===== config.mk =====
export PLATFORM = sky130hd
export DESIGN_NAME = eprom_rx_flat
export DESIGN_NICKNAME = d
export VERILOG_FILES = /design/src/rtl/eprom_rx_if.sv /design/src/rtl/eprom_rx.sv /design/src/flat_wrapper.sv
export SDC_FILE = /design/constraint.sdc
export NUM_CORES = 2
export LEC_CHECK = 0
export ABC_AREA = 0
export CORE_MARGIN = 1
export CORE_UTILIZATION = 35
export CTS_CLUSTER_DIAMETER = 30
export DETAILED_ROUTE_END_ITERATION = 10
export HOLD_SLACK_MARGIN = 0.08
export SYNTH_ARGS = -nofsm -noshare
export SYNTH_HDL_FRONTEND = slang
export SYNTH_SLANG_ARGS = --single-unit

===== constraint.sdc =====
create_clock -name clk -period 3 [get_ports clk]
set_clock_uncertainty 0.15 [all_clocks]
set_input_delay 0.3 -clock clk [delete_from_list [all_inputs] [get_ports clk]]
set_output_delay 0.3 -clock clk [all_outputs]
set_load 0.05 [all_outputs]

===== src/rtl/eprom_rx_if.sv =====
// Bundle for eprom_rx: serial write link, readback port and status pulses.
// The wp write-protect line exists only when EPROM_RX_WP_EN is defined.
interface eprom_rx_if;
  logic       sda;
  logic       sda_valid;
  logic [7:0] rd_addr;
  logic [7:0] rd_data;
  logic [7:0] wr_addr;
  logic [7:0] wr_data;
  logic       ack;
  logic       err;
  logic       ovf;
  logic       nak;
`ifdef EPROM_RX_WP_EN
  logic       wp;

  modport master (
    output sda, sda_valid, rd_addr, wp,
    input  rd_data, wr_addr, wr_data, ack, err, ovf, nak
  );

  modport slave (
    input  sda, sda_valid, rd_addr, wp,
    output rd_data, wr_addr, wr_data, ack, err, ovf, nak
  );
`else
  modport master (
    output sda, sda_valid, rd_addr,
    input  rd_data, wr_addr, wr_data, ack, err, ovf, nak
  );

  modport slave (
    input  sda, sda_valid, rd_addr,
    output rd_data, wr_addr, wr_data, ack, err, ovf, nak
  );
`endif
endinterface


===== src/rtl/eprom_rx.sv =====
// Receive end of the serial write link: 16-bit address/data frames into a 256 x 8 store.
// Optional write protect (wp input, nak on refusal) is built when EPROM_RX_WP_EN is defined.
module eprom_rx #(
  parameter logic [7:0] ERASED = 8'hFF
) (
  input  logic     clk,
  input  logic     rst,
  eprom_rx_if.slave bus
);

  typedef enum logic [1:0] {
    IDLE   = 2'd0,
    RECV   = 2'd1,
    COMMIT = 2'd2,
    DRAIN  = 2'd3
  } state_t;

  state_t      state_r, state_s;
  logic [15:0] sr_r, sr_s;
  logic [3:0]  cnt_r, cnt_s;
  logic        first_r, first_s;
  logic        ack_r, ack_s;
  logic        err_r, err_s;
  logic        ovf_r, ovf_s;
  logic        nak_r, nak_s;
  logic [7:0]  wr_addr_r, wr_addr_s;
  logic [7:0]  wr_data_r, wr_data_s;
  logic        mem_we_s;
  logic        wp_s;
  logic [7:0]  mem_r [256];
  logic [7:0]  rd_data_r;

`ifdef EPROM_RX_WP_EN
  assign wp_s = bus.wp;
`else
  assign wp_s = 1'b0;
`endif

  // Next-state and next-output logic of the frame receiver
  always_comb begin
    state_s   = state_r;
    sr_s      = sr_r;
    cnt_s     = cnt_r;
    first_s   = first_r;
    ack_s     = 1'b0;
    err_s     = 1'b0;
    ovf_s     = 1'b0;
    nak_s     = 1'b0;
    wr_addr_s = wr_addr_r;
    wr_data_s = wr_data_r;
    mem_we_s  = 1'b0;
    case (state_r)
      IDLE: begin
        if (bus.sda_valid) begin
          sr_s    = {sr_r[14:0], bus.sda};
          cnt_s   = 4'd1;
          state_s = RECV;
        end else begin
          state_s = IDLE;
        end
      end
      RECV: begin
        if (bus.sda_valid) begin
          sr_s  = {sr_r[14:0], bus.sda};
          // cnt wraps to 0 as the 16th bit lands
          cnt_s = cnt_r + 4'd1;
          if (cnt_r == 4'd15) begin
            state_s = COMMIT;
          end else begin
            state_s = RECV;
          end
        end else begin
          err_s   = 1'b1;
          sr_s    = 16'h0000;
          cnt_s   = 4'd0;
          state_s = IDLE;
        end
      end
      COMMIT: begin
        wr_addr_s = sr_r[15:8];
        wr_data_s = sr_r[7:0];
        if (wp_s) begin
          nak_s = 1'b1;
        end else begin
          ack_s    = 1'b1;
          mem_we_s = 1'b1;
        end
        first_s = 1'b1;
        state_s = DRAIN;
      end
      DRAIN: begin
        first_s = 1'b0;
        if (bus.sda_valid) begin
          ovf_s   = first_r;
          state_s = DRAIN;
        end else begin
          state_s = IDLE;
        end
      end
      default: begin
        sr_s    = 16'h0000;
        cnt_s   = 4'd0;
        first_s = 1'b0;
        state_s = IDLE;
      end
    endcase
  end

  // Receiver state and registered outputs
  always_ff @(posedge clk or negedge rst) begin
    if (!rst) begin
      state_r   <= IDLE;
      sr_r      <= 16'h0000;
      cnt_r     <= 4'd0;
      first_r   <= 1'b0;
      ack_r     <= 1'b0;
      err_r     <= 1'b0;
      ovf_r     <= 1'b0;
      nak_r     <= 1'b0;
      wr_addr_r <= 8'h00;
      wr_data_r <= 8'h00;
    end else begin
      state_r   <= state_s;
      sr_r      <= sr_s;
      cnt_r     <= cnt_s;
      first_r   <= first_s;
      ack_r     <= ack_s;
      err_r     <= err_s;
      ovf_r     <= ovf_s;
      nak_r     <= nak_s;
      wr_addr_r <= wr_addr_s;
      wr_data_r <= wr_data_s;
    end
  end

  // Storage array; reset erases every byte, matching a freshly erased part
  always_ff @(posedge clk or negedge rst) begin
    if (!rst) begin
      for (int i = 0; i < 256; i++) begin
        mem_r[i] <= ERASED;
      end
    end else begin
      if (mem_we_s) begin
        mem_r[sr_r[15:8]] <= sr_r[7:0];
      end else begin
        mem_r[sr_r[15:8]] <= mem_r[sr_r[15:8]];
      end
    end
  end

  // Readback port; a same-cycle write is seen one cycle later
  always_ff @(posedge clk or negedge rst) begin
    if (!rst) begin
      rd_data_r <= ERASED;
    end else begin
      rd_data_r <= mem_r[bus.rd_addr];
    end
  end

  assign bus.rd_data = rd_data_r;
  assign bus.wr_addr = wr_addr_r;
  assign bus.wr_data = wr_data_r;
  assign bus.ack     = ack_r;
  assign bus.err     = err_r;
  assign bus.ovf     = ovf_r;
  assign bus.nak     = nak_r;

endmodule


===== src/flat_wrapper.sv =====
// flat-port wrapper written by rule: the top's interface ports become plain ports
module eprom_rx_flat 
#(
  parameter logic [7:0] ERASED = 8'hFF
)
  (clk, rst, bus_sda, bus_sda_valid, bus_rd_addr, bus_rd_data, bus_wr_addr, bus_wr_data, bus_ack, bus_err, bus_ovf, bus_nak);
  eprom_rx_if bus_i ();
  input  logic clk;
  input  logic rst;
  input wire logic [$bits(bus_i.sda)-1:0] bus_sda;
  input wire logic [$bits(bus_i.sda_valid)-1:0] bus_sda_valid;
  input wire logic [$bits(bus_i.rd_addr)-1:0] bus_rd_addr;
  output wire logic [$bits(bus_i.rd_data)-1:0] bus_rd_data;
  output wire logic [$bits(bus_i.wr_addr)-1:0] bus_wr_addr;
  output wire logic [$bits(bus_i.wr_data)-1:0] bus_wr_data;
  output wire logic [$bits(bus_i.ack)-1:0] bus_ack;
  output wire logic [$bits(bus_i.err)-1:0] bus_err;
  output wire logic [$bits(bus_i.ovf)-1:0] bus_ovf;
  output wire logic [$bits(bus_i.nak)-1:0] bus_nak;
  assign bus_i.sda = bus_sda;
  assign bus_i.sda_valid = bus_sda_valid;
  assign bus_i.rd_addr = bus_rd_addr;
  assign bus_rd_data = bus_i.rd_data;
  assign bus_wr_addr = bus_i.wr_addr;
  assign bus_wr_data = bus_i.wr_data;
  assign bus_ack = bus_i.ack;
  assign bus_err = bus_i.err;
  assign bus_ovf = bus_i.ovf;
  assign bus_nak = bus_i.nak;
  eprom_rx #(.ERASED(ERASED)) u_core (.clk(clk), .rst(rst), .bus(bus_i));
endmodule

==> out/qor.yml <==
yosysUniqueCellTypes: 61
synth_simple_gate_area_share_pct: 9.75
place_area_um2: 128000
drt_iter0_drc: 12371
post-place-ws_ns: -1.22
clock_latency_ns: 0.97
yosysWarnings: 0
finalSetupViolCount: 2051
hold_path_startpoint: "bus_sda"
syn_nets: 10304
clk_pin_slew_ns: 0.05
slowest_delay_ns: 0.53
hold_path_class: "input port to flip-flop"
synth_top_family_by_area: "multiplexers"
fp.dieW_um: 570
p_leak_nw: 53.1
synthTopCellsByCount: "nand2_1, dfstp_2, o21ai_0"
path_class: "flip-flop to flip-flop"
synth_cells: 10291
synth-edff-count: 0
antenna_found_initial: 29
rr_startpoint: "u_core.sr_r[8]"
viasPerCell: 6.07
drv_cap: 0
yosys.area_share.adder_pct: 0.0111
antenna_left: 0
avgSynthCellArea_um2: 11.0
final_max_slew_viol_count: 0
fin_area_um2: 152000
grt_pass1_vias: 93817
h-tree-depth: 5
synthTopCellsByArea: "dfstp_2, mux4_2, nand2_1, mux2i_1, o31ai_1"
synth.area.mux_share_pct: 20.0
maxSlewHeadroom_pct: 34.6
nets: 11342
numCtsBuffers: 461
synth-xor-area-share_pct: 0
worst_hold_slack_ns: 0.219
overflow: 0
die-area_um2: 325000
io_pins: 40
start_util_pct: 35.2
fin_crit_ns: 3.86
slowest_stage: "dfrtp_4"
vias: 97400
drc_errors: 0
syn_to_final_growth_pct: 34.2
hpwl_um: 304000
synth_compound_area_share_pct: 16.7
worst_pin_slew_ns: 0.981
pwr_density_cell_nw_per_um2: 599
synth-seq-area-share_pct: 48.8
cp-start-kind: "flip-flop"
yosys.area.top_type: "dfstp_2"
fin_util_pct: 47.2
failed_checks: "negative setup slack"
ir_worst_vdd_mv: 0.593
drt-pass1-iter-count: 8
wl_per_cell_um: 29.5
fin_tns_setup_ns: -1415.52
cts_max_path_buffers: 4
post-place-cells: 14941
worstPathCellList: "buf_6 -> buf_12 -> buf_12 -> buf_16 -> buf_16 -> buf_6 -> mux2i_4 -> a22oi_2 -> nand4_1 -> nand4_1 -> buf_6 -> o21ai_4 -> nand3b_1 -> buf_12 -> buf_16 -> o21ai_0"
grt_max_degree: 119
arrival_ns: 4.55
portBuffers: 38
num_rows: 208
r2r_cells: 16
rsz0062_at_grt: "yes"
yosysMostFrequentCell: "nand2_1"
synth_top_area_share_pct: 47.9
gp_congestion: 0.964
cts_tree: "yes"
status: "complete, but fails checks"
end_kind: "flip-flop"
core_area_um2: 321000
cts_root_buf: "clkbuf_16"
layout-drive-gt1-share_pct: 47.8
fmax_ghz: 0.259
wl_um: 473000
cp-startpoint: "u_core.sr_r[8]"
cp.required_ns: 3.69
floorplan.die.height_um: 570
numClockSinks: 2098
grt_pass1_wl_um: 656000
synth_top_flop_cell: "dfstp_2"
p_total_mw: 90.8
synth_seq_cells: 2098
hold_viol: 0
syn_area_um2: 113000
holdPathStages: 2
crit_fanout: 23
grtUsageTotal_pct: 27.3
final_cells: 16038
fin_ws_ns: -0.860
fin_crit_sh_pct: 129
ys_async_sr_fraction_pct: 100
-- state kept, by name, indices dropped and copies added, names as in the netlist --
signal              flops
u_core.mem_r         2048
u_core.sr_r            16
u_core.bus.rd_data      8
u_core.bus.wr_addr      8
u_core.bus.wr_data      8
u_core.cnt_r            4
u_core.state_r          2
u_core.bus.ack          1
u_core.bus.err          1
u_core.bus.ovf          1
u_core.first_r          1
-- kinds of logic after synthesis --
kind of cell / after synthesis
compound gates: 2972
fa+ha+maj: 1
buf+inv: 1045
flops: 2098
mux: 1413
other cells: 1
simple gates: 2761
-- per-layer routing --
layer / GRT usage (%) / vias up / share of wire (%)
met5: 0 / - / 0.036
met1: 36.5 / 49820 / 39
met3: 7.70 / 1233 / 12
li1: - / 40534 / -
met4: 14.6 / 22 / 6.1
met2: 39.9 / 5791 / 43
-- what timing repair did --
item	4_1_cts	5_1_grt
hold buffers	4	0
buffers inserted	77	51
pin swaps	58	203
endpoints found under the hold margin	830	0
setup endpoints to repair	2050	2051
cloned	45	72
resized for setup	449	621
-- worst paths after layout --
check	slack, ns	endpoint
worst min register to register	0.32	u_core.mem_r[1409]
worst max register to register	-0.86	u_core.mem_r[319]
min in group asynchronous	0.65	u_core.mem_r[1040]
worst min-delay path	0.22	u_core.sr_r[0]
worst max-delay path	-0.86	u_core.mem_r[319]
max in group asynchronous	1.12	u_core.mem_r[826]
-- cell type report --
type	instances	area, um^2
Clock inverter	242	3500
Clock buffer	612	13000
Inverter	7	26.3
Antenna cell	13	32.5
Fill cell	27910	169000
Timing Repair Buffer	1613	19200
Sequential cell	2098	55100
Multi-Input combinational cell	7148	55200
Tap cell	4305	5390
-- power by group --
group / internal [mW] / switching, mW
sequential: 28.7 / 0.114
combinational: 2.88 / 5.55
clock: 36.4 / 17.1
-- cells in the final DEF, fill, tap and decap left out, drive strengths merged, types with 35 or more instances in the layout --
cell           count
bufinv            72
a22oi            463
o21ai           1203
nor4              57
nand2           2413
mux4             676
a21oi            183
nand4             37
o31ai            903
clkinv           116
o22ai             95
nor2              96
dfstp           2056
buf             1519
mux2i            718
clkinvlp          42
clkbuf           665
dfrtp             42
nand3             39
clkdlybuf4s50     35
-- critical path, delay by kind of cell, from the launching register on --
| kind | cells | cell delay (ns) |
|---|---|---|
| muxes | 1 | 0.18 |
| AOI/OAI and AO/OA | 3 | 0.44 |
| buffers and inverters | 9 | 1.49 |
| DFF | 1 | 0.53 |
| and+or+nand+nor | 3 | 0.89 |
No activity file was read; power rests on OpenSTA's default activity.
==> edit (config.mk and constraints unchanged) <==
Reset style: synchronous (`rst`), changed in 3 clocked blocks.
--- a/src/rtl/eprom_rx.sv
+++ b/src/rtl/eprom_rx.sv
@@ -108,5 +108,5 @@
 
   // Receiver state and registered outputs
-  always_ff @(posedge clk or negedge rst) begin
+  always_ff @(posedge clk) begin
     if (!rst) begin
       state_r   <= IDLE;
@@ -135,5 +135,5 @@
 
   // Storage array; reset erases every byte, matching a freshly erased part
-  always_ff @(posedge clk or negedge rst) begin
+  always_ff @(posedge clk) begin
     if (!rst) begin
       for (int i = 0; i < 256; i++) begin
@@ -150,5 +150,5 @@
 
   // Readback port; a same-cycle write is seen one cycle later
-  always_ff @(posedge clk or negedge rst) begin
+  always_ff @(posedge clk) begin
     if (!rst) begin
       rd_data_r <= ERASED;
Function: not settled (the Yosys comparison gave no result); the edit may change what the design does.
==> edit against the original RTL <==
  * Area after synthesis shrank 14%
  * Worst setup slack gained 880 ps
  * Sequential cell count is the same
  * Design area shrank 20%
  * Critical endpoint is now u_core.bus.rd_data[0]
  * Wire length shrank 39%
  * Combinational power shrank 45%
  * Highest routed layer unchanged
  * Utilization shrank 3.1 points
  * Power shrank 4.0%
==> edit: results (changes against the original RTL) <==
Outcome
  – Status: completed

Yosys
  – Syn_nets: 6719 (-35%)
  – EDFF count, synth: 2048 (+2048)
  – Commonest cells post-synth: edfxtp_1 (2048), or3_1 (2016), clkbuf_1 (801)
  – Post-synth ARST share: 0% (-100 points)
  – Adder-Cell Fraction of Synth Area: 0.0129% (+0.0018 points)
  – Sequential share of the synthesized area: 64.6% (+16 points)
  – Unique masters post-synth: 57 (-6.6%)

Placed design
  – Post-DP HPWL: 183000 um (-40%)

Clocking
  – Num CTS Buffers: 440 (-4.6%)
  – Clk Latency, worst-skew pair: 1020 ps (+50 ps)
  – Post-CTS Resized: 7 (-98%)
  – Post-CTS setup buffer count: 0 (-100%)

Routing
  – Routed len/inst: 25.9 um (-12%)
  – First-pass DRT Iterations: 5 (-3)
  – Met2 wire length: 140000 um (-31%)
  – DR vias: 62900 (-35%)
  – Wire length on met3: 21600 um (-61%)
  – Iter 0 DRT Violations: 6775 (-45%)
  – M1 WL: 117000 um (-37%)

Worst setup path
  – R2R cell count: 7 (-9)
  – Reg-to-Reg End: u_core.bus.rd_data[0]
  – Max incr delay on CP: 580 ps (+50 ps)
  – Reg-to-Reg Start: u_core.mem_r[191][0]
  – Crit path max fanout: 1 (-96%)
  – Slowest CP cell: o41ai_4
  – Top delay family on crit path: compound AO/OA/AOI/OAI gates

STA
  – Least-Margin Pin Slew: 1250 ps (+273 ps)

Worst hold path
  – Hold path start: bus_rd_addr[5]
  – Hold Path Sink: u_core.bus.rd_data[1]

Global routing
  – Largest net degree at the start of global routing: 145 (+22%)
  – Met3 Use GR: 3.62% (-4.1 points)
  – Vias in the first global route: 63800 (-32%)
  – GRT met2 Usage: 33.4% (-6.5 points)
  – GR met1 Demand/Resource: 26.8% (-9.7 points)

Finish
  – Final nets: 7125 (-37%)
  – Layout cells sized above 1: 28.8% (-19 points)
==> edit: cell count changes after synthesis, sizes merged, moves of 141 or more <==
cell	delta
mux2i	-599
buf	-232
mux4	-230
or3	+2015
o31ai	-903
o21ai	-925
nand2	-2271
clkbuf	+141
dfstp	-2056
edfxtp	+2048
a22oi	-347
==> edit: area by class of cell <==
cell class / instances / area (um2)
fill: 23900 / 153000
sequential: 2098 / 62500
clock inverter: 306 / 3530
clock buffer: 489 / 11300
inverter: 5 / 18.8
tap: 3686 / 4610
antenna: 3 / 7.51
multi-input combinational: 3656 / 30700
timing repair buffer: 911 / 8360
==> edit: power by group through the flow <==
stage | combinational, W | sequential [W] | clock, W
after detailed placement | 0.00462 | 0.0345 | 0
after CTS | 0.00465 | 0.0340 | 0.0489
after global placement | 0.00459 | 0.0344 | 0
after global routing | 0.00488 | 0.0340 | 0.0503
after floorplan | 0.00250 | 0.0343 | 0
final | 0.00466 | 0.0340 | 0.0485
==> edit: through the flow <==
stage                     cells  setup TNS [ps]  instance area (um2)  total power (W)  hold WS, ps
final                     11200               0               121000           0.0872          272
after global routing      11200               0               121000           0.0893          285
after CTS                 11200               0               121000           0.0875          208
after detailed placement  10400           -6250               106000           0.0391          290
after global placement    10400           -9910               106000           0.0390          284
after floorplan            6706               0                96700           0.0368          227
==> edit: worst max-delay path by stage <==
stage	from	endpoint	slack, ps
2_1_floorplan	u_core.state_r[0]	u_core.mem_r[110][0]	110
3_3_place_gp	bus_rd_addr[3]	u_core.bus.rd_data[0]	-1010
3_5_place_dp	bus_rd_addr[0]	u_core.bus.rd_data[0]	-1020
4_1_cts	u_core.mem_r[214][0]	u_core.bus.rd_data[0]	30
5_1_grt	u_core.sr_r[14]	u_core.mem_r[128][6]	8
6_report	u_core.mem_r[191][0]	u_core.bus.rd_data[0]	20
